===== src/rtl/xt_lbus_pkg.sv =====
// Local-bus shared definitions: address split, slave count, width encodings
// and the broadcast bundle seen by every slave.
package xt_lbus_pkg;

    localparam int LB_ADDR_WIDTH   = 8;
    localparam int LB_ID_WIDTH     = 2;
    localparam int LB_OFFSET_WIDTH = LB_ADDR_WIDTH - LB_ID_WIDTH;
    localparam int LB_SLAVE_NUM    = 2 ** LB_ID_WIDTH;
    localparam int LB_DATA_WIDTH   = 32;

    localparam logic [1:0] LB_WIDTH_BYTE = 2'b00;
    localparam logic [1:0] LB_WIDTH_HALF = 2'b01;
    localparam logic [1:0] LB_WIDTH_WORD = 2'b10;
    localparam logic [1:0] LB_WIDTH_RSVD = 2'b11;

    typedef struct packed {
        logic [LB_OFFSET_WIDTH-1:0] addr;
        logic [1:0]                 write_width;
        logic [LB_DATA_WIDTH-1:0]   wdata;
    } lb_slave_t;

    // The slave ID occupies the top address bits, the offset the rest.
    function automatic logic [LB_ID_WIDTH-1:0] lb_get_id(input logic [LB_ADDR_WIDTH-1:0] addr);
        return addr[LB_ADDR_WIDTH-1 -: LB_ID_WIDTH];
    endfunction

    function automatic logic [LB_OFFSET_WIDTH-1:0] lb_get_offset(input logic [LB_ADDR_WIDTH-1:0] addr);
        return addr[LB_OFFSET_WIDTH-1:0];
    endfunction

    function automatic logic [LB_SLAVE_NUM-1:0] lb_onehot(input logic [LB_ID_WIDTH-1:0] id);
        return LB_SLAVE_NUM'(1) << id;
    endfunction

endpackage


===== src/rtl/xt_lbus_master.sv =====
// Single-outstanding local-bus master: turns one core request into a one-cycle
// slave strobe, waits for that slave's ack (or times out) and returns a response.
module xt_lbus_master
    import xt_lbus_pkg::*;
#(
    parameter int TIMEOUT_CYCLES = 15
) (
    input  logic                                        clk,
    input  logic                                        rst_n,
    input  logic                                        req_valid,
    output logic                                        req_ready,
    input  logic [LB_ADDR_WIDTH-1:0]                    req_addr,
    input  logic                                        req_we,
    input  logic [1:0]                                  req_width,
    input  logic [LB_DATA_WIDTH-1:0]                    req_wdata,
    output logic                                        rsp_valid,
    output logic [LB_DATA_WIDTH-1:0]                    rsp_rdata,
    output logic                                        rsp_err,
    output lb_slave_t                                   lb_slave,
    output logic [LB_SLAVE_NUM-1:0]                     lb_wen,
    output logic [LB_SLAVE_NUM-1:0]                     lb_ren,
    input  logic [LB_SLAVE_NUM-1:0][LB_DATA_WIDTH-1:0]  lb_rdata,
    input  logic [LB_SLAVE_NUM-1:0]                     lb_ack
);

    typedef enum logic [1:0] {
        ST_IDLE  = 2'd0,
        ST_ISSUE = 2'd1,
        ST_WAIT  = 2'd2,
        ST_RESP  = 2'd3
    } state_t;

    localparam int CNT_W = (TIMEOUT_CYCLES > 1) ? $clog2(TIMEOUT_CYCLES) : 1;
    // Counter holds the index of the current WAIT cycle, so the last one is T-1.
    localparam logic [CNT_W-1:0] CNT_LAST = CNT_W'(TIMEOUT_CYCLES - 1);

    state_t                   state_r;
    logic [LB_ID_WIDTH-1:0]   id_r;
    logic                     we_r;
    logic [CNT_W-1:0]         cnt_r;
    logic                     ack_sel_s;
    logic [LB_DATA_WIDTH-1:0] rdata_sel_s;

    assign ack_sel_s   = lb_ack[id_r];
    assign rdata_sel_s = lb_rdata[id_r];

    // Transaction FSM with all outputs registered.
    always_ff @(posedge clk or negedge rst_n) begin
        if (!rst_n) begin
            state_r   <= ST_IDLE;
            id_r      <= '0;
            we_r      <= 1'b0;
            cnt_r     <= '0;
            req_ready <= 1'b1;
            rsp_valid <= 1'b0;
            rsp_rdata <= '0;
            rsp_err   <= 1'b0;
            lb_slave  <= '0;
            lb_wen    <= '0;
            lb_ren    <= '0;
        end else begin
            case (state_r)
                ST_IDLE: begin
                    if (req_valid && req_ready) begin
                        req_ready <= 1'b0;
                        id_r      <= lb_get_id(req_addr);
                        we_r      <= req_we;
                        cnt_r     <= '0;
                        if (req_width == LB_WIDTH_RSVD) begin
                            state_r   <= ST_RESP;
                            rsp_valid <= 1'b1;
                            rsp_err   <= 1'b1;
                            rsp_rdata <= '0;
                        end else begin
                            state_r              <= ST_ISSUE;
                            lb_slave.addr        <= lb_get_offset(req_addr);
                            lb_slave.write_width <= req_width;
                            lb_slave.wdata       <= req_wdata;
                            if (req_we) begin
                                lb_wen <= lb_onehot(lb_get_id(req_addr));
                            end else begin
                                lb_ren <= lb_onehot(lb_get_id(req_addr));
                            end
                        end
                    end
                end
                ST_ISSUE: begin
                    lb_wen <= '0;
                    lb_ren <= '0;
                    if (ack_sel_s) begin
                        state_r   <= ST_RESP;
                        rsp_valid <= 1'b1;
                        rsp_err   <= 1'b0;
                        rsp_rdata <= we_r ? '0 : rdata_sel_s;
                    end else begin
                        state_r <= ST_WAIT;
                    end
                end
                ST_WAIT: begin
                    // Ack is checked first so a late ack beats the timeout.
                    if (ack_sel_s) begin
                        state_r   <= ST_RESP;
                        rsp_valid <= 1'b1;
                        rsp_err   <= 1'b0;
                        rsp_rdata <= we_r ? '0 : rdata_sel_s;
                    end else if (cnt_r == CNT_LAST) begin
                        state_r   <= ST_RESP;
                        rsp_valid <= 1'b1;
                        rsp_err   <= 1'b1;
                        rsp_rdata <= '0;
                    end else begin
                        cnt_r <= cnt_r + CNT_W'(1);
                    end
                end
                ST_RESP: begin
                    state_r   <= ST_IDLE;
                    rsp_valid <= 1'b0;
                    req_ready <= 1'b1;
                end
                default: begin
                    state_r   <= ST_IDLE;
                    req_ready <= 1'b1;
                    rsp_valid <= 1'b0;
                    lb_wen    <= '0;
                    lb_ren    <= '0;
                end
            endcase
        end
    end

endmodule

===== config.mk =====
export PLATFORM = sky130hd
export DESIGN_NAME = xt_lbus_master
export DESIGN_NICKNAME = d
export VERILOG_FILES = /design/src/rtl/xt_lbus_pkg.sv /design/src/rtl/xt_lbus_master.sv
export SDC_FILE = /design/constraint.sdc
export NUM_CORES = 1
export LEC_CHECK = 0
export CAP_MARGIN = 30
export CORE_MARGIN = 10
export CORE_UTILIZATION = 43
export CTS_BUF_LIST = sky130_fd_sc_hd__clkbuf_8
export DETAILED_ROUTE_END_ITERATION = 12
export PLACE_DENSITY = 0.89
export SLEW_MARGIN = 10
export SYNTH_ARGS = -nofsm -noshare
export SYNTH_HDL_FRONTEND = slang
export SYNTH_SLANG_ARGS = --single-unit

===== constraint.sdc =====
create_clock -name clk -period 4.2 [get_ports clk]
set_input_delay 0.63 -clock clk [delete_from_list [all_inputs] [get_ports clk]]
set_output_delay 0.63 -clock clk [all_outputs]
set_load 0.01 [all_outputs]

==> results_dict.tcl, run 1 <==
set metrics [dict create \
    status "finished, final reports clean" \
    drv_cap 0 \
    synth-xor-area-share_pct 0 \
    cp-end-kind "flip-flop" \
    crit_required_ps 4430 \
    portBuffers 260 \
    grt_overflow 0 \
    tightest_slew_ps 625 \
    routedWlPerCell_um 21.1 \
    ir_drop_mv 0.454 \
    synth_top_cell_area_share_pct 49.0 \
    die_area_um2 15400 \
    ioPinCount 261 \
    synth-simple-area-share_pct 14.0 \
    yosysUniqueCellTypes 36 \
    async_flop_share_pct 100 \
    p_sw_mw 1.76 \
    grt_pass1_wl_um 25400 \
    grt_pass1_vias 4473 \
    synthCells 418 \
    drc 0 \
    drt_pass1_iterations 4 \
    synthMuxAreaShare_pct 19.1 \
    slew_headroom_pct 58.3 \
    crit_type "flip-flop to flip-flop" \
    track_usage_pct 21.4 \
    ys_ff_latch 92 \
    grt_max_degree 57 \
    synth_top_family_by_area "multiplexers" \
    final_layout_size_suffix_gt1_share_pct 11.0 \
    gp_congestion 0.918 \
    ys_warn_count 0 \
    cts_root_buf "clkbuf_8" \
    crit_fanout 13 \
    htreeDepth 3 \
    p_sw_share_pct 36.8 \
    cts_resized 0 \
    slowest_stage "a21o_1" \
    rsz0062_at_grt "no" \
    antenna_found_initial 0 \
    wirelength_um 17100 \
    worstSkewPairLatency_ps 350 \
    fin_crit_ps 2630 \
    mostFrequentLayoutCell "clkdlybuf4s50_1" \
    final_nets 852 \
    core-area_um2 10400 \
    numCtsBuffers 9 \
    synth_compound_area_share_pct 9.59 \
    total_power_mw 4.78 \
    cts.sinks 92 \
    cts_setup_buffers 0 \
    fp-row-count 37 \
    synth-edff-count 0 \
    hold_viol 0 \
    pwr-share-seq_pct 31.6 \
    tns_ps 0 \
    die_w_um 124 \
    fillCellCount 739 \
    synthToLayoutAreaGrowth_pct 63.3 \
    setup_viol_count_final 0 \
    max_stage_delay_ps 440 \
    hold_class "input port to asynchronous set/reset pin" \
    fin_skew_ps 15.1 \
    powerDensity_nw_per_um2 630 \
    p_int_mw 3.02 \
    syn_avg_cell_area_um2 11.1 \
    period_share_pct 62.6 \
    synth_adder_area_share_pct 1.62 \
    cp_num_buf_inv 1 \
    ys_top_cells_by_area "dfrtp_1, mux4_2, nand2_1" \
    slew_viol_final 0 \
    clkPwrFrac_pct 13.8 \
    syn_nets 602 \
    critPathLaunchType "flip-flop" \
    cts_buffer_depth 2 \
    layout_common_cells "clkdlybuf4s50_1, nand2_1, dfrtp_1" \
    yosysTopAreaCell "dfrtp_1" \
    arrival_ps 2860 \
    crit_chain "inv_1, ha_1, nand3_1, a21o_1, o22ai_1, mux2_2" \
    cts_hold_buf 0 \
    ys_seq_area_share_pct 49.6 \
    dp_hpwl_um 13900 \
    cts_tree "yes" \
    antenna_left 0 \
    cp_top_family "compound AO/OA/AOI/OAI gates" \
    start_util_pct 44.6 \
    die_y_um 124 \
    pwr-share-comb_pct 54.6 \
    clk_pin_slew_ps 90 \
    dr_total_vias 4246 \
    synthFlopType "dfrtp_1" \
    avgViaCountPerCell 5.25 \
    netlist_area_um2 4650 \
    drt_iter0_drc 216 \
    leakage_nw 3.37 \
    num_antenna_cells 0 \
    fmax_mhz 380 \
]
## kinds of logic after synthesis
logic type	after synthesis
AO/OA/AOI/OAI	57
flip-flops	92
buffers and inverters	65
adder cells (fa/ha/maj)	6
AND/OR/NAND/NOR	152
multiplexers	46
## final timing paths
| check | start | to | slack (ps) | cells past startpoint |
|---|---|---|---|---|
| min | rst_n | lb_slave[7] | 230 | 1 |
| max reg2reg | state_r[0] | lb_ren[1] | 1570 | 6 |
| max | state_r[0] | lb_ren[1] | 1570 | 6 |
| min in group clk | lb_slave[2] | lb_slave[2] | 480 | 2 |
| max in group asynchronous | rst_n | rsp_rdata[13] | 3310 | 2 |
| min reg2reg | lb_slave[2] | lb_slave[2] | 480 | 2 |
## state kept, by name, summed over array words and instances (netlist names)
register	flops
lb_slave	40
cnt_r	4
rsp_err	1
lb_ren	4
rsp_rdata	32
id_r	2
req_ready	1
rsp_valid	1
we_r	1
lb_wen	4
state_r	2
## stage by stage
step | setup WS (ps) | hold WS, ps | utilization [%] | instance area [µm²] | instances
2_1_floorplan | 2170 | 334 | - | 4650 | 418
5_1_grt | 1350 | 250 | 72.8 | 7590 | 809
3_5_place_dp | 1290 | 461 | 70.7 | 7360 | 793
3_3_place_gp | 1010 | 457 | 70.2 | 7310 | 791
6_report | 1570 | 232 | 72.8 | 7590 | 809
4_1_cts | 1590 | 244 | 72.8 | 7590 | 809
## routing by layer
| metal | routed length [µm] | vias up | global-route usage (%) | share of wire (%) |
|---|---|---|---|---|
| li1 | - | 1956 | - | - |
| met1 | 6320 | 2060 | 24.6 | 37 |
| met2 | 8450 | 202 | 35.4 | 50 |
| met3 | 1740 | 28 | 8.10 | 10 |
| met4 | 554 | 0 | 8.63 | 3.2 |
| met5 | 0 | - | 0 | 0 |
## layout make-up
type | count | area (µm²) | share of cell area [%]
Timing Repair Buffer | 266 | 2690 | 35.4
Multi-Input combinational cell | 261 | 2060 | 27.2
Tap cell | 136 | 170 | 2.24
Clock buffer | 10 | 138 | 1.81
Sequential cell | 92 | 2300 | 30.4
Clock inverter | 6 | 86.3 | 1.14
Inverter | 38 | 143 | 1.88
## power groups by stage
stage / registers, mW / clock network (mW) / logic, mW
detailed placement: 1.53 / 0 / 2.64
global placement: 1.51 / 0 / 2.55
global route: 1.56 / 0.708 / 2.84
CTS: 1.52 / 0.680 / 2.65
finish: 1.51 / 0.658 / 2.61
floorplan: 1.66 / 0 / 1.28
## synthesized netlist by cell type, drive strengths merged (2+ instances only)
| master | count |
|---|---|
| a21oi | 8 |
| and3 | 2 |
| buf | 14 |
| clkbuf | 13 |
| dfrtp | 91 |
| ha | 6 |
| inv | 38 |
| mux2 | 11 |
| mux2i | 2 |
| mux4 | 33 |
| nand2 | 121 |
| nand3 | 6 |
| nand4 | 3 |
| nor2 | 9 |
| nor3 | 3 |
| nor3b | 4 |
| o21ai | 6 |
| o2bb2ai | 32 |
Note: power is estimated with default switching activity, not from simulation.
==> run 2: changes to the inputs <==
--- a/config.mk
+++ b/config.mk
@@ -7,10 +7,10 @@
 export LEC_CHECK = 0
 export CAP_MARGIN = 30
 export CORE_MARGIN = 10
-export CORE_UTILIZATION = 43
+export CORE_UTILIZATION = 36
 export CTS_BUF_LIST = sky130_fd_sc_hd__clkbuf_8
 export DETAILED_ROUTE_END_ITERATION = 12
-export PLACE_DENSITY = 0.89
+export PLACE_DENSITY = 0.79
 export SLEW_MARGIN = 10
 export SYNTH_ARGS = -nofsm -noshare
 export SYNTH_HDL_FRONTEND = slang
==> constraint.sdc (replaced) <==
create_clock -name clk -period 2.26 [get_ports clk]
set_input_delay 0.339 -clock clk [delete_from_list [all_inputs] [get_ports clk]]
set_output_delay 0.339 -clock clk [all_outputs]
set_load 0.01 [all_outputs]
==> run 2 against run 1 <==
  * Combinational power rose by 86%
  * Register-to-register slack worse by 1300 ps
  * Total power up 80%
  * Clock skew decreased by 4.6 ps
  * Via count down 2.1%
  * Design area barely moved
  * Hold slack got worse by 220 ps
  * First-iteration DRC count fell by 15%
  * Largest power group unchanged
  * Core utilization is 13 points lower
  * Critical endpoint is now rsp_rdata[19]
==> results_dict.tcl, run 2 (same netlist as run 1, synthesis figures left out) <==
set metrics [dict create \
    crit_chain "inv_1, ha_1, and4b_1, or3_4, nand2_4, o2bb2ai_1" \
    die_y_um 134 \
    hold_class "input port to asynchronous set/reset pin" \
    crit_type "flip-flop to flip-flop" \
    cts_tree "yes" \
    largest_reg_flops 40 \
    period_share_pct 89.7 \
    ir_drop_mv 0.608 \
    fin_skew_ps 10.5 \
    drv_cap 0 \
    dpl_worst_slack_ps 10.5 \
    cp_top_family "simple AND/OR/NAND/NOR gates" \
    antenna_left 0 \
    die_area_um2 17900 \
    layout_setup_ws_ps 232 \
    grt_pass1_vias 4571 \
    ioPinCount 261 \
    portBuffers 260 \
    fp-row-count 41 \
    final_core_util_pct 60.2 \
    crit_required_ps 2520 \
    slew_viol_final 0 \
    status "finished, final reports clean" \
    arrival_ps 2290 \
    timing.hold.ws_ps 16.6 \
    cts_root_buf "clkbuf_8" \
    drt_iter0_drc 183 \
    avgViaCountPerCell 4.90 \
    cts_hold_buf 0 \
    setup_viol_count_final 0 \
    drt_pass1_iterations 4 \
    wl_met1_um 6770 \
    hold_viol 0 \
    tns_ps 0 \
    final_nets 857 \
    routed-wl-met2_um 7700 \
    routed-wl-met3_um 1590 \
    cts_buffer_depth 2 \
    wirelength_um 16400 \
    rsz0062_at_grt "no" \
    routedWlPerCell_um 19.3 \
    mostFrequentLayoutCell "clkdlybuf4s50_1" \
    top_register "lb_slave" \
    core-area_um2 12600 \
    die_w_um 134 \
    cp-end-kind "flip-flop" \
    cts_setup_buffers 0 \
    slowest_stage "dfrtp_1" \
    cts_resized 0 \
    clk_pin_slew_ps 90 \
    track_usage_pct 18.0 \
    dr_total_vias 4155 \
    fin_crit_ps 2030 \
    powerDensity_nw_per_um2 1130 \
    grt_pass1_wl_um 25600 \
    top_layer "met4" \
    grt_max_degree 53 \
    grt_overflow 0 \
    numCtsBuffers 9 \
    fmax_mhz 493 \
    tightest_slew_ps 680 \
    top_regs "lb_slave (40), rsp_rdata (32)" \
    crit_fanout 32 \
    slew_headroom_pct 54.6 \
    critPathLaunchType "flip-flop" \
    antenna_found_initial 0 \
    cp_num_buf_inv 1 \
    gp_congestion 0.854 \
    worstSkewPairLatency_ps 350 \
    dp_hpwl_um 13400 \
    htreeDepth 3 \
    fillCellCount 1053 \
    cts.sinks 92 \
    layout_common_cells "clkdlybuf4s50_1, nand2_1, dfrtp_1" \
    drc 0 \
    final_layout_size_suffix_gt1_share_pct 11.2 \
    num_antenna_cells 0 \
    synthToLayoutAreaGrowth_pct 63.4 \
    leakage_nw 3.36 \
    max_stage_delay_ps 420 \
    start_util_pct 36.8 \
]
run 2: cell types whose count changed in the layout (fill, tap and decap cells not counted), sizes merged:
| cell | delta |
|---|---|
| clkinv | +1 |
| buf | +5 |
| clkinvlp | -1 |
| bufinv | -2 |
run 2: layout make-up:
cell class	count	area, µm²	share of cell area (%)
repair buffers	271	2710	35.7
flip-flops and latches	92	2300	30.3
multi-input cells	261	2070	27.2
well taps	172	215	2.83
inverters	38	143	1.88
clock buffers	10	138	1.81
clock inverters	4	18.8	0.247
run 2: worst register-to-register path, delay by kind of cell, from the launching register on:
family                   cells  cell delay (ps)
AO/OA/AOI/OAI                1              190
buffers and inverters        1              110
AND/OR/NAND/NOR              3              910
adder cells (fa/ha/maj)      1              310
flip-flops                   1              420
run 2: through the flow:
step | std cells | power (mW) | instance area [µm²]
after floorplan | 418 | 5.45 | 4650
after global placement | 834 | 7.63 | 7440
after detailed placement | 834 | 7.76 | 7440
after CTS | 848 | 8.74 | 7590
after global routing | 848 | 9.26 | 7590
final | 848 | 8.61 | 7590
run 2: final timing paths:
path	endpoint	startpoint	depth (start not counted)	slack [ps]
worst max-delay path	rsp_rdata[19]	state_r[1]	6	230
worst min register to register	lb_slave[5]	lb_slave[5]	2	470
worst min-delay path	lb_slave[12]	rst_n	1	20
min in group clk	lb_slave[5]	lb_slave[5]	2	470
max in group asynchronous	lb_slave[35]	rst_n	2	1570
worst max register to register	rsp_rdata[19]	state_r[1]	6	230
run 2: metal layers:
| layer | track usage (%) | up-vias |
|---|---|---|
| met1 | 21.3 | 1986 |
| li1 | - | 1954 |
| met5 | 0 | - |
| met2 | 29.0 | 196 |
| met3 | 7.48 | 19 |
| met4 | 5.86 | 0 |
run 2: where the power goes:
part | internal, mW | leakage [nW] | switching (mW)
combinational | 2.63 | 2.08 | 2.23
sequential | 2.38 | 1.19 | 0.451
clock | 0.408 | 0.0890 | 0.520
==> run 3: changes to the inputs <==
--- a/config.mk
+++ b/config.mk
@@ -10,7 +10,9 @@
 export CORE_UTILIZATION = 36
 export CTS_BUF_LIST = sky130_fd_sc_hd__clkbuf_8
 export DETAILED_ROUTE_END_ITERATION = 12
+export MAX_ROUTING_LAYER = met4
 export PLACE_DENSITY = 0.79
+export REMOVE_ABC_BUFFERS = 1
 export SLEW_MARGIN = 10
 export SYNTH_ARGS = -nofsm -noshare
 export SYNTH_HDL_FRONTEND = slang
==> run 3 against run 2 <==
  * Sequential power is essentially flat
  * Register-to-register slack got worse by 20 ps
  * Sequential share of layout area decreased by 0.19 points
  * Highest routed layer unchanged
  * Final cell count rose by 0.47%
  * Combinational power up 1%
  * Routed wire length grew 7.7%
  * Maximum frequency shrank 1.2%
  * Total power up 2.7%
==> results_dict.tcl, run 3 (same netlist as run 1, synthesis figures left out) <==
set metrics [dict create \
    reg2regPathDepth 6 \
    track_usage_pct 19.8 \
    layout_common_cells "clkdlybuf4s50_1, nand2_1, dfrtp_1" \
    wirelength_um 17600 \
    largest_reg_flops 40 \
    crit_fanout 32 \
    top_regs "lb_slave (40), rsp_rdata (32)" \
    p_sw_share_pct 37.4 \
    cts.sinks 92 \
    top_register "lb_slave" \
    drt_iter0_drc 310 \
    grt_pass1_vias 4599 \
    drc 0 \
    status "finished, final reports clean" \
    cts_root_buf "clkbuf_8" \
    regToRegSetupSlack_ps 210 \
    cp_top_family "simple AND/OR/NAND/NOR gates" \
    tightest_slew_ps 630 \
    cp_num_buf_inv 1 \
    fin_crit_ps 2050 \
    crit_required_ps 2540 \
    rr_startpoint "state_r[1]" \
    place_area_um2 7440 \
    fillCellCount 1070 \
    grt_overflow 0 \
    cts_tree "yes" \
    hold_viol 0 \
    dp_hpwl_um 14400 \
    dr_total_vias 4214 \
    die_y_um 134 \
    numCtsBuffers 9 \
    routedWlPerCell_um 20.7 \
    die_w_um 134 \
    antenna_found_initial 1 \
    slowest_stage "dfrtp_1" \
    ioPinCount 261 \
    die_area_um2 17900 \
    grt_max_degree 46 \
    slew_headroom_pct 58.0 \
    fp-row-count 41 \
    p_sw_mw 3.31 \
    mostFrequentLayoutCell "clkdlybuf4s50_1" \
    pwr-share-seq_pct 32.0 \
    setup_viol_count_final 0 \
    crit_type "flip-flop to flip-flop" \
    start_util_pct 36.8 \
    grt_pass1_wl_um 26800 \
    critPathLaunchType "flip-flop" \
    powerDensity_nw_per_um2 1160 \
    gp_congestion 0.937 \
    instances_no_fill 852 \
    crit_chain "inv_1, ha_1, and4b_1, or3_4, nand2_4, o2bb2ai_1" \
    rsz0062_at_grt "no" \
    fmax_mhz 487 \
    portBuffers 260 \
    period_share_pct 90.8 \
    pwr-share-comb_pct 55.6 \
    arrival_ps 2330 \
    design_area_um2 7640 \
    rr_endpoint "rsp_rdata[3]" \
    ir_drop_mv 1.14 \
    leakage_nw 3.38 \
    final_layout_size_suffix_gt1_share_pct 11.3 \
    p_int_mw 5.54 \
    drv_cap 0 \
    synthToLayoutAreaGrowth_pct 64.5 \
    core-area_um2 12600 \
    antenna_left 0 \
    clk_pin_slew_ps 90 \
    drt_pass1_iterations 5 \
    cts_buffer_depth 2 \
    avgViaCountPerCell 4.95 \
    clkPwrFrac_pct 12.4 \
    worstSkewPairLatency_ps 370 \
    fin_skew_ps 12.5 \
    dp_cells 835 \
    slew_viol_final 0 \
    htreeDepth 3 \
    max_stage_delay_ps 430 \
    hold_class "input port to asynchronous set/reset pin" \
    total_power_mw 8.84 \
    cp-end-kind "flip-flop" \
    final_nets 859 \
]
[run 3: cell count changes in the layout (fill, tap and decap cells not counted), sizes merged]
cell | previous run | this run
bufinv | 0 | 1
buf | 12 | 13
clkinv | 3 | 2
inv | 39 | 40
dlygate4sd3 | 0 | 1
diode | 0 | 1
[run 3: timing repair]
action | 4_1_cts | 5_1_grt
hold buffers | 1 | 0
resized for setup | 0 | 0
buffers inserted | 0 | 0
hold endpoints to repair | 14 | 0
[run 3: per-stage QoR]
step	util (%)	TNS [ps]	setup slack, ps	hold WS, ps
floorplan	-	-54460	-1080	43.4
global placement	58.9	0	104	216
detailed placement	58.9	0	39.8	221
CTS	60.5	0	218	378
global route	60.6	0	67.5	389
finish	60.6	0	207	384
[run 3: area by class of cell]
cell class	instances	area [µm²]	area share, %
Inverter	38	143	1.87
Sequential cell	92	2300	30.2
Multi-Input combinational cell	261	2060	27.0
Clock inverter	5	55.1	0.720
Clock buffer	10	138	1.80
Timing Repair Buffer	273	2730	35.7
Tap cell	172	215	2.82
Antenna cell	1	2.50	0.0327
[run 3: power groups by stage]
stage | logic, mW | registers, mW | clock network [mW]
after floorplan | 1.96 | 3.30 | 0
after global placement | 4.83 | 2.81 | 0
after detailed placement | 4.96 | 2.85 | 0
after CTS | 4.98 | 2.83 | 1.14
after global routing | 5.28 | 2.91 | 1.20
final | 4.92 | 2.83 | 1.10
[run 3: layer usage]
layer | vias to the layer above | wire, µm | global-route usage [%]
li1 | 1957 | - | -
met1 | 2087 | 6960 | 21.6
met5 | - | 0 | -
met3 | 27 | 647 | 3.27
met4 | 0 | 362 | 6.17
met2 | 143 | 9660 | 35.9
[run 3: how the worst max path moves through the flow]
stage          cells after the start       start  slack (ps)       endpoint
2_1_floorplan                      6  state_r[0]       -1080      lb_wen[0]
6_report                           6  state_r[1]         210   rsp_rdata[3]
3_3_place_gp                       5   lb_ack[3]         100   rsp_rdata[3]
5_1_grt                            6  state_r[0]          70  rsp_rdata[19]
3_5_place_dp                       5   lb_ack[0]          40  rsp_rdata[22]
4_1_cts                            6  state_r[1]         220   rsp_rdata[5]
[run 3: worst reg2reg max path, stage by stage (launching register included)]
cell	delay, ps
dfrtp_1	430
inv_1	120
ha_1	300
and4b_1	250
or3_4	360
nand2_4	310
o2bb2ai_1	200
==> RTL change 1, RTL diff (config.mk and constraints of run 3) <==
The package constant `LB_DATA_WIDTH` goes from 32 to 36.
--- a/src/rtl/xt_lbus_pkg.sv
+++ b/src/rtl/xt_lbus_pkg.sv
@@ -6,7 +6,7 @@
     localparam int LB_ID_WIDTH     = 2;
     localparam int LB_OFFSET_WIDTH = LB_ADDR_WIDTH - LB_ID_WIDTH;
     localparam int LB_SLAVE_NUM    = 2 ** LB_ID_WIDTH;
-    localparam int LB_DATA_WIDTH   = 32;
+    localparam int LB_DATA_WIDTH   = 36;
 
     localparam logic [1:0] LB_WIDTH_BYTE = 2'b00;
     localparam logic [1:0] LB_WIDTH_HALF = 2'b01;
Ports: changed (resized lb_rdata, lb_slave, req_wdata and rsp_rdata); port bits go from 261 to 289. The function was not compared with the original's and may differ.
==> RTL change 1 against run 3 <==
Wire length rose by 2.1%. Sequential power rose by 8.8%. Final area is 7.6% higher. Sequential share of layout area up 0.31 points. Synthesized cell count decreased by 0.48%. Largest power group unchanged. Total power grew 5.8%. Die area rose by 5.3%. Sequential cell count increased by 8. Area after synthesis is 6.3% higher. Non-clock buffer count rose by 30. Worst setup slack lost 0.031 ns.
==> RTL change 1: results (changes against run 3) <==
Placed design
  • Area of placed instances: 8020 sq um (+7.8%)
  • Total of buffers placed on input and output ports: 288 (+11%)
  • Cell total after placement: 865 (+3.6%)

Global routing
  • Number of global-route vias before repair: 4998 (+8.7%)
  • Antenna violations before repair: 0 (-1)
  • Largest net degree at the start of global routing: 54 (+17%)
  • Global-route wire length before repair: 27.1 mm (+1.1%)
  • Overall global routing resource usage: 0.191 (-0.00662)

Critical path
  • Register-to-register setup slack: 0.18 ns (-0.03 ns)
  • Critical path endpoint: rsp_rdata[17]
  • Worst flop-to-flop path endpoint: rsp_rdata[17]

Final layout
  • Post-route insts no fill: 882 (+3.5%)
  • Largest registers in the final layout: lb_slave x44, rsp_rdata x36
  • Filler cell count in the final layout: 1034 (-3.4%)

Synthesis
  • Share of the yosys chip area belonging to registers: 0.507 (+0.0113)
  • Average footprint of a synthesized cell: 11.9 sq um (+6.8%)

Detailed routing
  • First-pass DRT Iterations: 4 (-1)
  • DRC violation total after the first TritonRoute iteration: 250 (-19%)
  • Wirelength per Cell: 20.4 microns (-1.4%)
  • Via count of the routed design: 4439 (+5.3%)

STA
  • Hold slack final: 0.425 ns (+0.0412 ns)
  • Least setup slack across all paths after layout: 0.177 ns (-0.0307 ns)
  • Setup skew after layout: 0.0149 ns (+0.00245 ns)

Power and ir drop
  • Largest vdd supply drop: 0.672 mV (-41%)

Outcome
  • Outcome: complete, no violations
[RTL change 1: cell count changes after synthesis, moves of 8 or more]
cell,run 3,this run
sky130_fd_sc_hd__nand2_1,120,132
sky130_fd_sc_hd__mux2_1,0,8
sky130_fd_sc_hd__a22o_1,1,37
sky130_fd_sc_hd__inv_1,38,6
sky130_fd_sc_hd__dfrtp_1,91,99
sky130_fd_sc_hd__o2bb2ai_1,32,0
sky130_fd_sc_hd__mux2_2,11,3
[RTL change 1: power groups by stage]
stage	Sequential, mW	Combinational [mW]	Clock [mW]
global route	3.17	5.57	1.24
detailed placement	3.11	5.24	0
global placement	3.08	5.08	0
floorplan	3.57	2.05	0
finish	3.08	5.16	1.12
CTS	3.09	5.25	1.15
[RTL change 1: layout make-up]
| class | instances | area (sq um) | area share |
|---|---|---|---|
| clock inverter | 6 | 56.3 | 0.00685 |
| tap | 176 | 220 | 0.0268 |
| sequential | 100 | 2500 | 0.305 |
| multi-input combinational | 281 | 2250 | 0.274 |
| clock buffer | 10 | 138 | 0.0167 |
| inverter | 6 | 22.5 | 0.00274 |
| timing repair buffer | 303 | 3030 | 0.369 |
[RTL change 1: cells by family (layout without fill, tap and decap cells)]
logic type / count (synthesis) / count (layout) / synth area share
simple gates: 164 / 164 / 0.141
mux: 50 / 50 / 0.198
compound gates: 61 / 61 / 0.100
fa+ha+maj: 6 / 6 / 0.0152
buf+inv: 35 / 325 / 0.0390
flops: 100 / 100 / 0.507
[RTL change 1: metal layers]
layer | wire length [microns] | vias up | GRT usage
met2 | 8910 | 217 | 0.315
met5 | 0 | - | -
met3 | 1820 | 25 | 0.0693
li1 | - | 2053 | -
met1 | 6810 | 2144 | 0.208
met4 | 462 | 0 | 0.0714
==> RTL change 2, RTL diff (settings of run 3) <==
Made on the original files. The 4 states of `state_t` get a one-hot encoding in 4 bits.
--- a/src/rtl/xt_lbus_master.sv
+++ b/src/rtl/xt_lbus_master.sv
@@ -23,11 +23,11 @@
     input  logic [LB_SLAVE_NUM-1:0]                     lb_ack
 );
 
-    typedef enum logic [1:0] {
-        ST_IDLE  = 2'd0,
-        ST_ISSUE = 2'd1,
-        ST_WAIT  = 2'd2,
-        ST_RESP  = 2'd3
+    typedef enum logic [3:0] {
+        ST_IDLE  = 4'b0001,
+        ST_ISSUE = 4'b0010,
+        ST_WAIT  = 4'b0100,
+        ST_RESP  = 4'b1000
     } state_t;
 
     localparam int CNT_W = (TIMEOUT_CYCLES > 1) ? $clog2(TIMEOUT_CYCLES) : 1;
Check against the original RTL: no difference found for any inputs over 4 cycles, from zero or initial values and one cycle with rst_n low; so few cycles prove little.
==> RTL change 2 against run 3 <==
Total power is 1.9% lower. Wire length is 4.9% lower. Final area is 6.2% higher. Combinational power is 3% lower. Sequential cell count is 2 higher. Critical path depth is 1 higher. Worst setup slack worse by 0.13 ns. Core utilization hardly changed. First-iteration DRC count is 29% lower. Area after synthesis is 6.8% higher. Critical endpoint is now rsp_rdata[21]. Largest power group unchanged.
==> RTL change 2: results (changes against run 3) <==
Outcome
  • Outcome: complete, no violations

Synthesis
  • Synthesized instance count: 331 (-21%)
  • Synth Area in Compound Gates: 0.0312 (-0.0646)
  • Share of the synthesized netlist area taken by xor and xnor gates: 0.00529 (+0.00529)
  • Cell variety after synth: 38 (+5.6%)
  • Synthesized-area fraction occupied by adder cells: 0.00504 (-0.0111)
  • Most frequent cells after synthesis: sky130_fd_sc_hd__dfrtp_1, sky130_fd_sc_hd__mux2_2, sky130_fd_sc_hd__nor3b_1, sky130_fd_sc_hd__mux4_2, sky130_fd_sc_hd__mux2_4
  • Share of the yosys chip area belonging to registers: 0.474 (-0.0214)
  • Top post-synthesis cells by area: sky130_fd_sc_hd__dfrtp_1, sky130_fd_sc_hd__mux4_2, sky130_fd_sc_hd__mux2_2
  • Portion of netlist area occupied by mux cells: 0.348 (+0.157)

CTS
  • Clock input transition at the sequential cells of the worst setup and hold paths: 0.09 ns (about the same)

Critical path
  • Arrival time at the worst endpoint: 2.43 ns (+0.10 ns)
  • Stage delay of the slowest cell on the critical path: 0.56 ns (+0.13 ns)
  • Beginning of the worst register-to-register path: state_r[0]
  • Critical path fanouts, max: 26 (-19%)
  • Worst R2R Path Depth: 7 (+1)

Power and ir drop
  • Largest vdd supply drop: 0.849 mV (-26%)

Final layout
  • Filler cell count in the final layout: 1080 (+0.93%)
  • Inserted Diodes: 0 (-1)
  • Fraction of layout cells with a size suffix above 1: 0.268 (+0.154)
  • Post-route insts no fill: 781 (-8.3%)

STA
  • Setup skew after layout: 0.00914 ns (-0.00333 ns)

Placed design
  • Weighted congestion reported at the end of routability-driven placement: 0.860 (-8.3%)
  • Placement Setup Slack: -0.0229 ns (-0.0627 ns)
  • Cell total after placement: 764 (-8.5%)
  • Final HPWL from detailed placement: 13.6 mm (-5.5%)
  • Area of placed instances: 7870 sq um (+5.9%)

Detailed routing
  • Final Routed Wirelength: 16.8 mm (-4.9%)
  • Per-cell via count in the routed design: 5.02 (+1.4%)
  • First-pass DRT Iterations: 4 (-1)
  • DRC violation total after the first TritonRoute iteration: 221 (-29%)

Global routing
  • Overall global routing resource usage: 0.180 (-0.0183)
  • Antenna violations before repair: 0 (-1)
  • Number of global-route vias before repair: 4600 (+0.022%)
  • Global-route wire length before repair: 25.3 mm (-5.5%)
  • Largest net degree at the start of global routing: 61 (+33%)
==> RTL change 2: cell types whose count changed after synthesis, moves of 5 or more <==
cell                        delta
sky130_fd_sc_hd__o2bb2ai_1    -32
sky130_fd_sc_hd__nor3b_1      +30
sky130_fd_sc_hd__clkbuf_1      -6
sky130_fd_sc_hd__nand2_1     -105
sky130_fd_sc_hd__a21o_1        +5
sky130_fd_sc_hd__mux2_4       +26
sky130_fd_sc_hd__inv_1        -34
sky130_fd_sc_hd__o21ai_0       -6
sky130_fd_sc_hd__mux2_2       +41
==> RTL change 2: power breakdown <==
| part | internal [mW] | total, mW | switching [mW] |
|---|---|---|---|
| sequential | 2.28 | 2.63 | 0.350 |
| combinational | 2.83 | 4.78 | 1.95 |
| clock | 0.661 | 1.27 | 0.612 |
==> RTL change 2: how the worst max path moves through the flow <==
stage / startpoint / end / slack [ns]
finish: state_r[0] / rsp_rdata[21] / 0.08
detailed placement: lb_ack[2] / rsp_rdata[9] / -0.02
global placement: lb_ack[1] / rsp_rdata[1] / 0.04
global route: cnt_r[0] / rsp_rdata[6] / 0.02
CTS: state_r[0] / rsp_rdata[10] / 0.01
floorplan: id_r[0] / rsp_rdata[0] / -1.57
==> RTL change 2: critical path, delay by kind of cell, from the launching register on <==
family	cells	cell delay [ns]
compound gates	2	0.54
simple gates	1	0.05
buf+inv	3	0.54
mux	1	0.36
flops	1	0.56
==> RTL change 2: cell type report <==
| type | instances | area share |
|---|---|---|
| timing repair buffer | 281 | 0.349 |
| clock inverter | 6 | 0.0114 |
| clock buffer | 10 | 0.0170 |
| sequential | 94 | 0.290 |
| inverter | 4 | 0.00185 |
| multi-input combinational | 210 | 0.303 |
| tap | 176 | 0.0271 |
==> RTL change 2: logic make-up after synthesis <==
| group | count (synthesis) |
|---|---|
| xor gates and xnor gates | 3 |
| adders and majority gates | 2 |
| and+or+nand+nor | 75 |
| muxes | 112 |
| buffers and inverters | 27 |
| AOI/OAI and AO/OA | 18 |
| DFF | 94 |
==> RTL change 2: per-layer routing <==
layer / vias to the layer above / global-route usage / part of all wire / routed length, microns
li1: 1775 / - / - / -
met1: 2006 / 0.187 / 0.37 / 6160
met2: 124 / 0.330 / 0.57 / 9570
met3: 13 / 0.0495 / 0.051 / 859
met4: 0 / 0.0381 / 0.011 / 185
met5: - / - / 0 / 0
==> RTL change 2: metrics by stage <==
stage / hold slack (ns) / setup TNS, ns / utilization
2_1_floorplan: 0.0434 / -59.45 / -
3_3_place_gp: 0.316 / 0 / 0.588
3_5_place_dp: 0.328 / -0.105 / 0.588
4_1_cts: 0.475 / 0 / 0.606
5_1_grt: 0.487 / 0 / 0.606
6_report: 0.473 / 0 / 0.606
